===== config.mk =====
export PLATFORM = sky130hd
export DESIGN_NAME = sort_result_serializer
export DESIGN_NICKNAME = d
export VERILOG_FILES = /design/src/rtl/sort_ser_pkg.sv /design/src/rtl/sort_ser_slot_buf.sv /design/src/rtl/sort_result_serializer.sv
export SDC_FILE = /design/constraint.sdc
export NUM_CORES = 1
export LEC_CHECK = 0
export BUFFER_PORTS_ARGS = -buffer_cell sky130_fd_sc_hd__buf_2
export CAP_MARGIN = 25
export CELL_PAD_IN_SITES_DETAIL_PLACEMENT = 0
export CELL_PAD_IN_SITES_GLOBAL_PLACEMENT = 1
export CORE_MARGIN = 2
export CORE_UTILIZATION = 30
export DETAILED_ROUTE_END_ITERATION = 6
export PLACE_DENSITY_LB_ADDON = 0.1
export SLEW_MARGIN = 20
export SYNTH_ARGS = -nofsm -noshare
export SYNTH_HDL_FRONTEND = slang
export SYNTH_HIERARCHICAL = 1
export SYNTH_SLANG_ARGS = --single-unit
export TNS_END_PERCENT = 1

===== constraint.sdc =====
create_clock -name clk -period 38 [get_ports clk]
set_clock_uncertainty 0.1 [all_clocks]
set_input_delay 7.6 -clock clk [delete_from_list [all_inputs] [get_ports clk]]
set_output_delay 7.6 -clock clk [all_outputs]
set_load 0.02 [all_outputs]

===== src/rtl/sort_ser_pkg.sv =====
// Shared types for the sort result serializer.
// Reader states, slot states and drop counter width.
package sort_ser_pkg;

   typedef enum logic {
      IDLE   = 1'b0,
      STREAM = 1'b1
   } rd_state_e;

   typedef enum logic {
      EMPTY = 1'b0,
      FULL  = 1'b1
   } slot_state_e;

   localparam int DROP_CNT_W = 16;

endpackage


===== src/rtl/sort_ser_slot_buf.sv =====
// Two-slot ping-pong vector store for the serializer.
// Filled alternately, drained in FIFO order.
module sort_ser_slot_buf
   import sort_ser_pkg::*;
#(
   parameter int LOG_INPUT_NUM = 4,
   parameter int DATA_WIDTH    = 8
) (
   input  logic clk_i,
   input  logic rst_i,
   input  logic wr_en_i,
   input  logic [(DATA_WIDTH<<LOG_INPUT_NUM)-1:0] wr_data_i,
   input  logic rd_free_i,
   output logic rd_full_o,
   output logic oth_full_o,
   output logic [(DATA_WIDTH<<LOG_INPUT_NUM)-1:0] rd_vec_o,
   output logic [(DATA_WIDTH<<LOG_INPUT_NUM)-1:0] oth_vec_o,
   output logic drop_o,
   output logic busy_o
);

   localparam int VW = DATA_WIDTH << LOG_INPUT_NUM;

   logic [VW-1:0] slot_q [2];
   slot_state_e   st_q [2];
   slot_state_e   st_d [2];
   logic          wr_ptr_q, wr_ptr_d;
   logic          rd_ptr_q, rd_ptr_d;
   logic          wr_ok, wr_acc;
   logic          busy_q;

   // Free first so a slot released this cycle can be refilled at once
   always_comb begin
      st_d     = st_q;
      rd_ptr_d = rd_ptr_q;
      wr_ptr_d = wr_ptr_q;
      wr_ok    = (st_q[wr_ptr_q] == EMPTY) ||
                 (rd_free_i && (rd_ptr_q == wr_ptr_q));
      wr_acc   = wr_en_i && wr_ok;
      if (rd_free_i) begin
         st_d[rd_ptr_q] = EMPTY;
         rd_ptr_d       = ~rd_ptr_q;
      end
      if (wr_acc) begin
         st_d[wr_ptr_q] = FULL;
         wr_ptr_d       = ~wr_ptr_q;
      end
   end

   // Slot flags, pointers and registered busy
   always_ff @(posedge clk_i) begin
      if (rst_i) begin
         st_q[0]  <= EMPTY;
         st_q[1]  <= EMPTY;
         rd_ptr_q <= 1'b0;
         wr_ptr_q <= 1'b0;
         busy_q   <= 1'b0;
      end else begin
         st_q     <= st_d;
         rd_ptr_q <= rd_ptr_d;
         wr_ptr_q <= wr_ptr_d;
         busy_q   <= (st_d[0] == FULL) || (st_d[1] == FULL);
      end
   end

   // Vector payload capture; contents are don't-care while EMPTY
   always_ff @(posedge clk_i) begin
      if (!rst_i && wr_acc) begin
         slot_q[wr_ptr_q] <= wr_data_i;
      end
   end

   assign rd_full_o  = (st_q[rd_ptr_q] == FULL);
   assign oth_full_o = (st_q[~rd_ptr_q] == FULL);
   assign rd_vec_o   = slot_q[rd_ptr_q];
   assign oth_vec_o  = slot_q[~rd_ptr_q];
   assign drop_o     = wr_en_i && !wr_ok;
   assign busy_o     = busy_q;

endmodule


===== src/rtl/sort_result_serializer.sv =====
// Serializes sorted vectors into one element per beat.
// Define SORT_SER_DROP_CNT_EN to add the drop_count output.
module sort_result_serializer
   import sort_ser_pkg::*;
#(
   parameter int LOG_INPUT_NUM = 4,
   parameter int DATA_WIDTH    = 8,
   parameter int REVERSE       = 0
) (
   input  logic clk,
   input  logic rst,
   input  logic in_valid,
   input  logic [(DATA_WIDTH<<LOG_INPUT_NUM)-1:0] in_data,
   output logic out_valid,
   input  logic out_ready,
   output logic [DATA_WIDTH-1:0] out_data,
   output logic [LOG_INPUT_NUM-1:0] out_index,
   output logic out_last,
   output logic overflow,
`ifdef SORT_SER_DROP_CNT_EN
   output logic [DROP_CNT_W-1:0] drop_count,
`endif
   output logic busy
);

   localparam int VW = DATA_WIDTH << LOG_INPUT_NUM;
   localparam logic [LOG_INPUT_NUM-1:0] FIRST_IDX =
      (REVERSE != 0) ? '1 : '0;
   localparam logic [LOG_INPUT_NUM-1:0] LAST_IDX =
      (REVERSE != 0) ? '0 : '1;

   typedef logic [LOG_INPUT_NUM-1:0] idx_t;

   function automatic logic [DATA_WIDTH-1:0] elem(
      input logic [VW-1:0] v,
      input idx_t          i
   );
      return v[int'(i)*DATA_WIDTH +: DATA_WIDTH];
   endfunction

   rd_state_e             state_q, state_d;
   idx_t                  cnt_q, cnt_d, cnt_nxt;
   logic                  valid_q, valid_d;
   logic                  last_q, last_d;
   logic [DATA_WIDTH-1:0] data_q, data_d;
   logic                  ovf_q;
   logic                  xfer, free;
   logic                  rd_full, oth_full, drop;
   logic [VW-1:0]         rd_vec, oth_vec;

   assign xfer    = valid_q && out_ready;
   assign free    = xfer && last_q;
   assign cnt_nxt = (REVERSE != 0) ? cnt_q - 1'b1 : cnt_q + 1'b1;

   sort_ser_slot_buf #(
      .LOG_INPUT_NUM (LOG_INPUT_NUM),
      .DATA_WIDTH    (DATA_WIDTH)
   ) u_buf (
      .clk_i      (clk),
      .rst_i      (rst),
      .wr_en_i    (in_valid),
      .wr_data_i  (in_data),
      .rd_free_i  (free),
      .rd_full_o  (rd_full),
      .oth_full_o (oth_full),
      .rd_vec_o   (rd_vec),
      .oth_vec_o  (oth_vec),
      .drop_o     (drop),
      .busy_o     (busy)
   );

   // Reader FSM: picks the element presented in the next cycle.
   // A fresh vector is taken straight from in_data so the first
   // beat appears one cycle after in_valid.
   always_comb begin
      state_d = state_q;
      valid_d = valid_q;
      cnt_d   = cnt_q;
      data_d  = data_q;
      unique case (state_q)
         IDLE: begin
            if (rd_full) begin
               state_d = STREAM;
               valid_d = 1'b1;
               cnt_d   = FIRST_IDX;
               data_d  = elem(rd_vec, FIRST_IDX);
            end else if (in_valid) begin
               state_d = STREAM;
               valid_d = 1'b1;
               cnt_d   = FIRST_IDX;
               data_d  = elem(in_data, FIRST_IDX);
            end
         end
         STREAM: begin
            if (xfer && !last_q) begin
               cnt_d  = cnt_nxt;
               data_d = elem(rd_vec, cnt_nxt);
            end else if (free && oth_full) begin
               cnt_d  = FIRST_IDX;
               data_d = elem(oth_vec, FIRST_IDX);
            end else if (free && in_valid) begin
               cnt_d  = FIRST_IDX;
               data_d = elem(in_data, FIRST_IDX);
            end else if (free) begin
               state_d = IDLE;
               valid_d = 1'b0;
            end
         end
         default: begin
            state_d = IDLE;
            valid_d = 1'b0;
         end
      endcase
      last_d = valid_d && (cnt_d == LAST_IDX);
   end

   // Registered outputs and sticky overflow
   always_ff @(posedge clk) begin
      if (rst) begin
         state_q <= IDLE;
         valid_q <= 1'b0;
         cnt_q   <= '0;
         data_q  <= '0;
         last_q  <= 1'b0;
         ovf_q   <= 1'b0;
      end else begin
         state_q <= state_d;
         valid_q <= valid_d;
         cnt_q   <= cnt_d;
         data_q  <= data_d;
         last_q  <= last_d;
         ovf_q   <= ovf_q | drop;
      end
   end

`ifdef SORT_SER_DROP_CNT_EN
   logic [DROP_CNT_W-1:0] drop_cnt_q;

   // Saturating count of dropped vectors
   always_ff @(posedge clk) begin
      if (rst) begin
         drop_cnt_q <= '0;
      end else if (drop && (drop_cnt_q != '1)) begin
         drop_cnt_q <= drop_cnt_q + 1'b1;
      end
   end

   assign drop_count = drop_cnt_q;
`endif

   assign out_valid = valid_q;
   assign out_data  = data_q;
   assign out_index = cnt_q;
   assign out_last  = last_q;
   assign overflow  = ovf_q;

endmodule


==> results of run 1 <==
power groups by stage:
stage	registers, mW	clock network (mW)	logic [mW]
floorplan	0.360	0	0.0199
CTS	0.351	0.282	0.0405
global placement	0.356	0	0.0392
detailed placement	0.357	0	0.0403
global route	0.351	0.294	0.0439
finish	0.350	0.272	0.0399
critical path, delay by kind of cell:
kind	cells	cell delay [ns]
simple gates	2	0.46
compound gates	1	0.26
buf+inv	4	1.49
how the worst min path moves through the flow:
stage                          endpoint  slack, ns  depth (start not counted)
after floorplan           u_buf/st_q[1]       0.40                          2
after global placement         overflow       0.35                          2
after detailed placement       overflow       0.36                          2
after CTS                      overflow       0.37                          2
after global routing           overflow       0.41                          2
final                          overflow       0.37                          2
flip-flops by register name (all words and copies together), names as in the netlist, named ones only:
name and flops:
out_valid 1, u_buf/busy_o 1, u_buf/slot_q 256, out_index 4
state_q 1, out_data 8, u_buf/st_q 2, overflow 1
out_last 1, u_buf/rd_ptr_q 1, u_buf/wr_ptr_q 1
final cells by class:
class / count / area (um^2) / share of cell area (%)
clock inverters: 17 / 110.1 / 0.7847
repair buffers: 159 / 870.8 / 6.207
clock buffers: 37 / 798.3 / 5.689
multi-input cells: 336 / 3461 / 24.67
inverters: 2 / 7.507 / 0.05350
flip-flops and latches: 278 / 8133 / 57.96
diodes: 1 / 2.502 / 0.01783
well taps: 518 / 648.1 / 4.619
layer usage:
metal	vias to the layer above	track usage, %	routed length (um)
li1	2964	-	-
met1	3289	18.16	12380
met2	151	23.45	14220
met3	49	3.467	1686
met4	10	3.624	546
met5	-	0	62
==> results.py, run 1 <==
metrics = {
    "sta": {
        "fin_crit_sh_pct": 25.93,
        "rsz0062_at_grt": "false",
        "fin_ws_ns": 28.15,
        "finalMaxSlewViolations": 0,
        "relSlewSlack_pct": 35.79,
        "worst_pin_slew_ns": 0.9625,
        "timing.hold.ws_ns": 0.3650,
        "fin_crit_ns": 9.854,
        "hold_viol_final": 0,
        "fmax_mhz": 101.5,
        "finalSetupViolations": 0,
        "tns_ns": 0,
    },
    "final_layout": {
        "final_common_cell": "edfxtp_1",
        "utilization_pct": 36.14,
        "num-nets-final": 941,
        "final_cells": 1348,
        "layout-drive-gt1-share_pct": 44.99,
        "stdcell_area_um2": 14030,
        "syn2layout_area_growth_pct": 18.38,
        "fill_cells": 3713,
        "layout_common_cells": "256 x edfxtp_1, 147 x buf_2, 139 x mux2_2, 31 x clkbuf_16",
    },
    "cts": {
        "h-tree-depth": 1,
        "cts_setup_buffers": 0,
        "cts.repair.resized": 0,
        "cts-root-buf": "clkbuf_16",
        "cts_tree": "done",
        "numCtsBuffers": 31,
        "hold_buffers": 0,
        "insertion_delay_ns": 0.56,
        "max-clock-path-buffers": 3,
        "clock_sinks": 278,
        "clk_pin_slew_ns": 0.06,
    },
    "run_status": {
        "status": "finished, final reports clean",
    },
    "critical_path": {
        "crit_start": "out_ready",
        "critPathMostFrequentCell": "buf_4",
        "reg2reg_depth": 7,
        "path_cells": "buf_2, and3_1, nand2b_1, a211oi_4, buf_4, buf_16, buf_4",
        "cp-endpoint": "u_buf/slot_q[0][17]",
        "path_max_fanout": 55,
        "critPathArrivalTime_ns": 9.94,
        "reg2reg_to": "out_data[5]",
        "startpoint_type": "input port",
        "rrSetupSlack_ns": 34.49,
        "cp_slowest_cell": "buf_4",
        "cp-end-kind": "flip-flop",
        "required_ns": 38.09,
        "path_class": "in -> reg",
        "max_stage_delay_ns": 0.67,
    },
    "synth": {
        "yosys_warnings": 6,
        "syn_area_um2": 11850,
        "syn_avg_cell_area_um2": 17.90,
        "postSynthCellCount": 662,
        "syn_nets": 795,
    },
    "power_and_ir_drop": {
        "clock_power_share_pct": 41.1,
        "finalPower_mw": 0.6629,
        "p_seq_share_pct": 52.9,
        "p_sw_share_pct": 21.87,
        "p_per_area_nw_per_um2": 47.24,
        "power_switching_mw": 0.1450,
        "combPwrFrac_pct": 6.0,
        "ir_worst_vdd_uv": 28.83,
        "power.leakage_nw": 4.679,
        "p_int_mw": 0.5179,
    },
    "drt": {
        "dr.pass1.iters": 4,
        "wire_per_inst_um": 21.44,
        "drt_iter0_markers": 300,
        "wl_mm": 28.90,
        "vias": 6463,
        "viasPerCell": 4.795,
        "drc": 0,
        "antenna_left": 0,
    },
    "global_route": {
        "antenna_found_initial": 6,
        "grt_max_degree": 81,
        "grt_pass1_wl_mm": 43.21,
        "gr-total-overflow": 0,
        "grt_pass1_vias": 6965,
        "grt_usage_pct": 13.99,
    },
    "hold_path": {
        "holdCritStartpoint": "overflow",
        "min_path_type": "reg -> reg",
    },
    "die": {
        "io-pin-count": 148,
        "die_h_um": 202.8,
        "die_w_um": 202.8,
        "coreArea_um2": 38830,
        "initial_core_util_pct": 30.53,
        "dieArea_um2": 41120,
        "rows": 72,
    },
    "place": {
        "pre_cts_slack_ns": 27.32,
        "dp_hpwl_mm": 18.92,
        "postPlaceCellArea_um2": 13070,
        "io_buffer_count": 147,
        "place_congestion": 0.7532,
        "dp_cells": 1291,
    },
    "job": {
        "max-cap-violations": 0,
    },
}
(Power assumes the default switching activity.)
==> run 2: changes to the inputs <==
- ABC_AREA: unset -> 1
- clock period: 38 -> 9.61 ns (I/O delays scaled with it)
==> results.py, run 2 <==
metrics = {
    "critical_path": {
        "rrSetupSlack_ns": 6.22,
        "rr_startpoint": "out_index[0]",
        "required_ns": 9.65,
        "reg2reg_depth": 11,
        "path_class": "in -> reg",
        "reg2reg_to": "out_data[3]",
        "critPathArrivalTime_ns": 4.48,
        "path_max_fanout": 53,
        "cp-end-kind": "flip-flop",
        "startpoint_type": "input port",
    },
    "final_layout": {
        "layout-drive-gt1-share_pct": 15.18,
        "num-nets-final": 1534,
        "syn2layout_area_growth_pct": 18.18,
        "final_common_cell": "nand2_1",
        "multiInputGateArea_um2": 3042,
        "top_register": "u_buf/slot_q",
        "layout_common_cells": "350 x nand2_1, 256 x edfxtp_1, 224 x inv_1, 147 x buf_2, 145 x o21ai_0",
        "largest_reg_flops": 256,
        "num_antenna_cells": 0,
        "final_cells": 1955,
        "fill_cells": 4188,
        "ff_latch_area_um2": 8133,
    },
    "global_route": {
        "grt_pass1_wl_mm": 49.22,
        "antenna_found_initial": 1,
        "grt_pass1_vias": 8091,
        "gr-total-overflow": 0,
        "grt_max_degree": 93,
        "grt_usage_pct": 15.17,
    },
    "sta": {
        "relSlewSlack_pct": 34.54,
        "fmax_mhz": 225.2,
        "hold_viol_final": 0,
        "fin_crit_ns": 4.440,
        "finalSetupViolations": 0,
        "tns_ns": 0,
        "worst_pin_slew_ns": 0.9811,
        "fin_crit_sh_pct": 46.20,
        "finalMaxSlewViolations": 0,
        "rsz0062_at_grt": "false",
    },
    "cts": {
        "clock_sinks": 278,
        "cts.repair.resized": 0,
        "insertion_delay_ns": 0.53,
        "hold_buffers": 0,
        "cts_setup_buffers": 0,
        "cts_tree": "done",
        "h-tree-depth": 2,
        "max-clock-path-buffers": 3,
        "cts-root-buf": "clkbuf_16",
        "numCtsBuffers": 34,
        "clk_pin_slew_ns": 0.05,
    },
    "run_status": {
        "status": "finished, final reports clean",
    },
    "synth": {
        "postSynthCellCount": 1271,
        "syn_area_um2": 12360,
        "yosys_warnings": 6,
        "syn_avg_cell_area_um2": 9.727,
        "syn_nets": 1404,
    },
    "hold_path": {
        "holdCritStartpoint": "overflow",
        "whs_path_depth": 2,
        "holdPathEnd": "overflow",
        "min_path_type": "reg -> reg",
    },
    "die": {
        "initial_core_util_pct": 30.35,
        "dieArea_um2": 42850,
        "io-pin-count": 148,
        "rows": 74,
        "die_h_um": 207.0,
        "die_w_um": 207.0,
        "coreArea_um2": 40740,
    },
    "job": {
        "max-cap-violations": 0,
    },
    "drt": {
        "drt_iter0_markers": 471,
        "wire_per_inst_um": 16.71,
        "antenna_left": 0,
        "drc": 0,
        "viasPerCell": 4.366,
        "wl_mm": 32.66,
        "dr.pass1.iters": 7,
        "vias": 8535,
    },
    "power_and_ir_drop": {
        "finalPower_mw": 2.833,
        "power_switching_mw": 0.6373,
        "p_per_area_nw_per_um2": 193.9,
        "combPwrFrac_pct": 6.8,
        "clock_power_share_pct": 43.8,
        "power.leakage_nw": 6.063,
        "ir_worst_vdd_uv": 128.8,
        "p_seq_share_pct": 49.4,
        "p_int_mw": 2.196,
        "p_sw_share_pct": 22.50,
    },
    "place": {
        "dp_hpwl_mm": 21.44,
        "dp_cells": 1897,
        "io_buffer_count": 147,
        "place_congestion": 0.7594,
    },
}
[run 2: metrics by stage]
stage	setup slack, ns	area, um^2	hold slack [ns]	utilization (%)
after floorplan	1.016	12360	0.3561	-
after global placement	4.583	13550	0.3501	33.25
after detailed placement	4.579	13550	0.3582	33.25
after CTS	5.145	14610	0.3717	35.86
after global routing	4.928	14610	0.4050	35.86
final	5.170	14610	0.3623	35.86
[run 2: layout make-up]
class	count	area share [%]
Tap cell	532	4.556
Inverter	230	5.926
Timing Repair Buffer	161	5.755
Sequential cell	278	55.66
Clock buffer	44	6.294
Multi-Input combinational cell	696	20.82
Clock inverter	14	0.9848
[run 2: how the worst max path moves through the flow]
stage | startpoint | to | slack [ns]
2_1_floorplan | out_ready | u_buf/slot_q[1][0] | 1.02
3_3_place_gp | out_ready | u_buf/slot_q[0][36] | 4.58
3_5_place_dp | out_ready | u_buf/slot_q[0][41] | 4.58
4_1_cts | out_ready | u_buf/slot_q[0][80] | 5.14
5_1_grt | out_ready | u_buf/slot_q[0][80] | 4.93
6_report | out_ready | u_buf/slot_q[0][88] | 5.17
[run 2: power by group through the flow]
stage	clock network [mW]	registers [mW]	logic, mW
after floorplan	0	1.43	0.0992
after global placement	0	1.43	0.198
after detailed placement	0	1.43	0.199
after CTS	1.29	1.40	0.200
after global routing	1.33	1.40	0.221
final	1.24	1.40	0.193
[run 2: critical path, cell delays in order]
cell and delay, ns:
buf_2 0.08, nand2_1 0.10, nor2_1 0.15, nand2_1 0.09
nand2_1 0.10, nand3_1 0.17, inv_4 0.65, buf_4 0.49
buf_4 0.65
[run 2: per-layer routing]
| metal | vias up | GRT usage [%] | part of all wire, % |
|---|---|---|---|
| met2 | 145 | 24.07 | 46 |
| met3 | 35 | 3.305 | 3.9 |
| met5 | - | 0 | 0 |
| met1 | 3973 | 21.15 | 48 |
| met4 | 0 | 3.670 | 1.6 |
| li1 | 4382 | - | - |
